## src/rtl/pipelined_shift_unit.sv

```systemverilog
// Logarithmic pipelined shifter: SLL/SRL/SRA, and rotate-right on op 11 when
// SHIFT_UNIT_ROTATE_EN is defined (otherwise op 11 behaves as SRL).
module pipelined_shift_unit #(
  parameter int WIDTH   = 32,
  parameter int SHAMT_W = $clog2(WIDTH),
  parameter int TAG_W   = 5
) (
  input  logic               clk,
  input  logic               rst_n,
  input  logic               in_valid,
  output logic               in_ready,
  input  logic [WIDTH-1:0]   in_data,
  input  logic [SHAMT_W-1:0] in_shamt,
  input  logic [1:0]         in_op,
  input  logic [TAG_W-1:0]   in_tag,
  output logic               out_valid,
  input  logic               out_ready,
  output logic [WIDTH-1:0]   out_data,
  output logic [TAG_W-1:0]   out_tag
);

  logic [WIDTH-1:0]   data_q   [SHAMT_W];
  logic [WIDTH-1:0]   data_d   [SHAMT_W];
  logic [SHAMT_W-1:0] shamt_q  [SHAMT_W];
  logic [SHAMT_W-1:0] shamt_d  [SHAMT_W];
  logic [1:0]         op_q     [SHAMT_W];
  logic [1:0]         op_d     [SHAMT_W];
  logic [TAG_W-1:0]   tag_q    [SHAMT_W];
  logic [TAG_W-1:0]   tag_d    [SHAMT_W];
  logic [SHAMT_W-1:0] valid_q;
  logic [SHAMT_W-1:0] valid_d;
  logic [SHAMT_W-1:0] ready;
  logic               ready_acc;

  logic [WIDTH-1:0]   src_data  [SHAMT_W];
  logic [SHAMT_W-1:0] src_shamt [SHAMT_W];
  logic [1:0]         src_op    [SHAMT_W];
  logic [TAG_W-1:0]   src_tag   [SHAMT_W];
  logic [SHAMT_W-1:0] src_valid;

  // Arithmetic shifts keep the MSB in place, so each stage's MSB is still the original sign.
  function automatic logic [WIDTH-1:0] shift_step(input logic [WIDTH-1:0] d,
                                                  input logic [1:0] op, input int amt);
    logic [WIDTH-1:0] res;
    case (op)
      2'b00:   res = d << amt;
      2'b10:   res = WIDTH'($signed(d) >>> amt);
`ifdef SHIFT_UNIT_ROTATE_EN
      2'b11:   res = (d >> amt) | (d << (WIDTH - amt));
`endif
      default: res = d >> amt;
    endcase
    return res;
  endfunction

  always_comb begin
    ready     = '0;
    ready_acc = out_ready;
    for (int k = SHAMT_W - 1; k >= 0; k--) begin
      ready_acc = !valid_q[k] || ready_acc;
      ready[k]  = ready_acc;
    end

    src_valid[0] = in_valid;
    src_data[0]  = in_data;
    src_shamt[0] = in_shamt;
    src_op[0]    = in_op;
    src_tag[0]   = in_tag;
    for (int k = 1; k < SHAMT_W; k++) begin
      src_valid[k] = valid_q[k-1];
      src_data[k]  = data_q[k-1];
      src_shamt[k] = shamt_q[k-1];
      src_op[k]    = op_q[k-1];
      src_tag[k]   = tag_q[k-1];
    end

    valid_d = valid_q;
    data_d  = data_q;
    shamt_d = shamt_q;
    op_d    = op_q;
    tag_d   = tag_q;
    for (int k = 0; k < SHAMT_W; k++) begin
      if (ready[k]) valid_d[k] = src_valid[k];
      // Payload only moves with a real transfer, so idle inputs never disturb state.
      if (ready[k] && src_valid[k]) begin
        data_d[k]  = src_shamt[k][k] ? shift_step(src_data[k], src_op[k], 1 << k)
                                     : src_data[k];
        shamt_d[k] = src_shamt[k];
        op_d[k]    = src_op[k];
        tag_d[k]   = src_tag[k];
      end
    end
  end

  always_ff @(posedge clk or negedge rst_n) begin
    if (!rst_n) begin
      valid_q <= '0;
      for (int k = 0; k < SHAMT_W; k++) begin
        data_q[k]  <= '0;
        shamt_q[k] <= '0;
        op_q[k]    <= '0;
        tag_q[k]   <= '0;
      end
    end else begin
      valid_q <= valid_d;
      for (int k = 0; k < SHAMT_W; k++) begin
        data_q[k]  <= data_d[k];
        shamt_q[k] <= shamt_d[k];
        op_q[k]    <= op_d[k];
        tag_q[k]   <= tag_d[k];
      end
    end
  end

  // The final stage's shamt and op have no downstream consumer.
  logic unused_tail;
  assign unused_tail = ^{shamt_q[SHAMT_W-1], op_q[SHAMT_W-1]};

  assign in_ready  = ready[0];
  assign out_valid = valid_q[SHAMT_W-1];
  assign out_data  = data_q[SHAMT_W-1];
  assign out_tag   = tag_q[SHAMT_W-1];

endmodule

```

## config.mk

```make
export PLATFORM = sky130hd
export DESIGN_NAME = pipelined_shift_unit
export DESIGN_NICKNAME = d
export VERILOG_FILES = /design/src/rtl/pipelined_shift_unit.sv
export SDC_FILE = /design/constraint.sdc
export NUM_CORES = 1
export LEC_CHECK = 0
export BUFFER_PORTS_ARGS = -buffer_cell sky130_fd_sc_hd__clkbuf_2
export CAP_MARGIN = 15
export CORE_ASPECT_RATIO = 1.5
export CORE_UTILIZATION = 50
export DETAILED_ROUTE_END_ITERATION = 12
export GPL_TIMING_DRIVEN = 0
export HOLD_SLACK_MARGIN = 0.12
export MAX_ROUTING_LAYER = met4
export PLACE_DENSITY = 0.68
export SKIP_LAST_GASP = 1
export SLEW_MARGIN = 20
export SYNTH_ARGS = -nofsm -noshare
export SYNTH_HDL_FRONTEND = slang
export SYNTH_SLANG_ARGS = --single-unit
```

## constraint.sdc

```tcl
create_clock -name clk -period 1.9 [get_ports clk]
set_input_delay 0.19 -clock clk [delete_from_list [all_inputs] [get_ports clk]]
set_output_delay 0.19 -clock clk [all_outputs]
set_load 0.05 [all_outputs]
```

==> impl_metrics.json <==
{
  "critical_path_peak_fanout": 10,
  "routed.top_layer": "met4",
  "globalplace.congestion": 0.987,
  "critical_path.endpoint_type": "register",
  "mappedNetlistNets": 1196,
  "core_um2": 23000,
  "critical_path.cell_chain": "buf_2 > nor2_2 > clkbuf_4 > a2bb2oi_1 > a21oi_1",
  "violations": "negative setup slack",
  "number_of_standard_cell_rows_in_the_floorplan": 68,
  "tightest_slew_ns": 0.615,
  "tritoncts_clock_tree": "built",
  "crit_cells": 5,
  "grt_max_degree": 90,
  "grt_first_pass_wirelength_mm": 50.8,
  "dp_hpwl_mm": 24.5,
  "num_antenna_cells": 0,
  "finish.net_count": 1325,
  "fill_cells": 2010,
  "final.hold.worst_slack_ns": 0.136,
  "setup_viol_count_final": 2,
  "synth-main-ff-cell": "dfrtp_1",
  "worst_ep_arrival_time_ns": 2.33,
  "hold_viol": 0,
  "cts_setup_buffers": 0,
  "drtAntennaViolNets": 0,
  "vias": 9439,
  "postLayoutCoreUtil_pct": 58.6,
  "power_density_nw_per_um2": 1600,
  "slew_headroom_pct": 59.0,
  "numCtsBuffers": 21,
  "dpl_cells": 1513,
  "synth_top_cells_by_count": "208 x dfrtp_1, 111 x mux2_2, 102 x a31oi_1, 100 x nor2_1, 100 x o21ai_0",
  "ys_async_sr_fraction_pct": 100,
  "timing.reg2reg.worst_path_depth": 5,
  "via_per_inst": 6.02,
  "worst-endpoint-required_ns": 2.29,
  "synth_area_leaders": "dfrtp_1 45%, mux2_2 11%, or3b_2 5.9%, a31oi_1 5.5%, o21ai_0 4.3%",
  "floorplan.die.width_um": 127,
  "drv_cap": 0,
  "design.die.area_um2": 24000,
  "insertion_delay_ns": 0.51,
  "timing.critical_path.slowest_stage_cell": "dfrtp_1",
  "synth_sequential_area_ratio_pct": 44.5,
  "worst-setup-path-type": "reg -> reg",
  "clkSlewWorstSetupHoldPaths_ns": 0.07,
  "netlist_area_um2": 11700,
  "max_clock_freq_mhz": 513,
  "synth_warnings": 0,
  "unrepaired_setup_endpoints_after_global_routing": "true",
  "synth_edf_count": 0,
  "syn_to_final_growth_pct": 15.2,
  "largest_vdd_supply_drop_mv": 0.628,
  "p_leak_uw": 0.00548,
  "synthMostInstantiatedCell": "dfrtp_1",
  "synthesis.area_per_instance_um2": 10.2,
  "post-route-drc-count": 0,
  "drt_iter0_drc": 425,
  "sinks_on_the_clock_net": 208,
  "final_cell_count_without_fillers": 1568,
  "drtPass1Iterations": 5,
  "timing.critical_path.buf_inv": 2,
  "ctsHtreeMaxLevel": 1,
  "number_of_antenna_violations_at_the_first_check_in_global_routing": 0,
  "grt.overflow.total": 0,
  "worst_setup_sp_type": "register",
  "yosys.area.top_type": "dfrtp_1",
  "status": "finished with violations",
  "synth.distinct_cells": 43,
  "maxSlewViolCount": 0,
  "timing.final.crit_period_ns": 1.95,
  "worst_path_dominant_cell_family": "compound AO/OA/AOI/OAI gates",
  "cpPeakStageDelay_ns": 0.50,
  "detail_route.wirelength.met1_mm": 11.1,
  "die_height_um": 189,
  "totalWireLength_mm": 31.8,
  "synth-seq-cells": 208,
  "initial_core_utilization_pct": 50.9,
  "min_period_over_period_pct": 103,
  "fin_skew_ns": 0.0152,
  "dr_wl_met2_mm": 18.1,
  "top_level_ports": 87,
  "buffer_ports.inserted": 83,
  "syn-instance-count": 1148,
  "mean_routed_wirelength_per_cell_um": 20.3,
  "hold_class": "in -> async",
  "clk_path_buf_depth": 3,
  "first_global_vias": 9600,
  "synthDominantCellAreaShare_pct": 44.5,
  "grt_use_total_pct": 28.0,
  "postLayoutSetupSlackWorst_ns": -0.0487,
  "drive_gt1_share_pct": 31.9,
  "wl_met3_um": 953,
  "placement.setup.worst_slack_ns": -0.196,
  "clock_tree.root_cell": "clkbuf_16"
}
power breakdown:
group	internal (µW)	switching [µW]
logic	4030	5400
registers	6190	1670
clock network	2540	1710
layout by cell type, fill, tap and decap left out, types with 6 or more instances in the layout:
master and instances:
buf_4 41, clkbuf_1 80, dfrtp_1 208, o211ai_1 26, mux2_2 111, or3b_1 17, o21ai_0 100, clkbuf_2 84
o22ai_1 6, buf_2 19, nor2_1 98, mux2i_1 6, nand2b_1 7, a211oi_1 24, dlygate4sd3_1 21, inv_1 9
a31oi_1 101, clkbuf_16 21, mux2_1 10, mux2_4 24, or3b_2 79, nand2_1 33, a2bb2oi_1 19, a21oi_1 55
o2bb2ai_1 26
registers in the layout, summed over array words and instances, names as in the netlist:
| name | count |
|---|---|
| out_data | 32 |
| src_tag | 20 |
| shamt_q | 10 |
| op_q | 8 |
| out_tag | 5 |
| data_q | 128 |
| valid_q | 5 |
through the flow:
step                cell area [µm²]  power, µW  TNS [ns]
finish                        13500      21500   -0.0539
global route                  13500      22700   -0.0939
CTS                           13400      21500    -0.221
detailed placement            12500      17100    -0.529
global placement              12500      16900   -666.16
floorplan                     11700      14400         0
worst register-to-register path, delay by kind of cell (launching register included):
kind / cells / cell delay, ns
simple gates: 1 / 0.24
buf+inv: 2 / 0.52
compound gates: 2 / 0.55
flops: 1 / 0.50
cells by family (layout without fill, tap and decap cells):
group                  Yosys count  after routing  share of synthesized area, %
AOI/OAI and AO/OA              372            372                          20.1
buffers and inverters          161            301                          6.99
DFF                            208            208                          44.5
muxes                          151            151                          15.3
and+or+nand+nor                256            256                          13.1
what timing repair did:
| action | in CTS | in global routing |
|---|---|---|
| pin swaps | 0 | 0 |
| gates resized for setup | 3 | 10 |
| hold buffers | 21 | 0 |
| endpoints found under the setup margin | 5 | 34 |
| endpoints found under the hold margin | 138 | 0 |
layer usage:
layer / GRT usage [%] / vias up
met5: - / -
met4: 15.8 / 0
met3: 2.88 / 98
met2: 54.5 / 285
met1: 26.0 / 4582
li1: - / 4474
layout make-up:
cell class | instances | area, µm² | share of cell area [%]
well taps | 280 | 350 | 2.60
flip-flops and latches | 208 | 5200 | 38.6
inverters | 10 | 37.5 | 0.279
clock inverters | 8 | 121 | 0.901
plain buffers | 151 | 788 | 5.85
repair buffers | 106 | 689 | 5.12
multi-input cells | 779 | 5710 | 42.4
clock buffers | 26 | 574 | 4.26
path summary, 6_finish.rpt:
check | from | end | slack, ns
max | op_q[4] | data_q[32] | -0.05
min | rst_n | out_data[1] | 0.14
max reg2reg | op_q[4] | data_q[32] | -0.05
min reg2reg | src_tag[18] | src_tag[18] | 0.49
max in group asynchronous | rst_n | data_q[101] | 0.61
min in group clk | in_data[13] | data_q[141] | 0.14
Power figures use the tool's default switching activity.
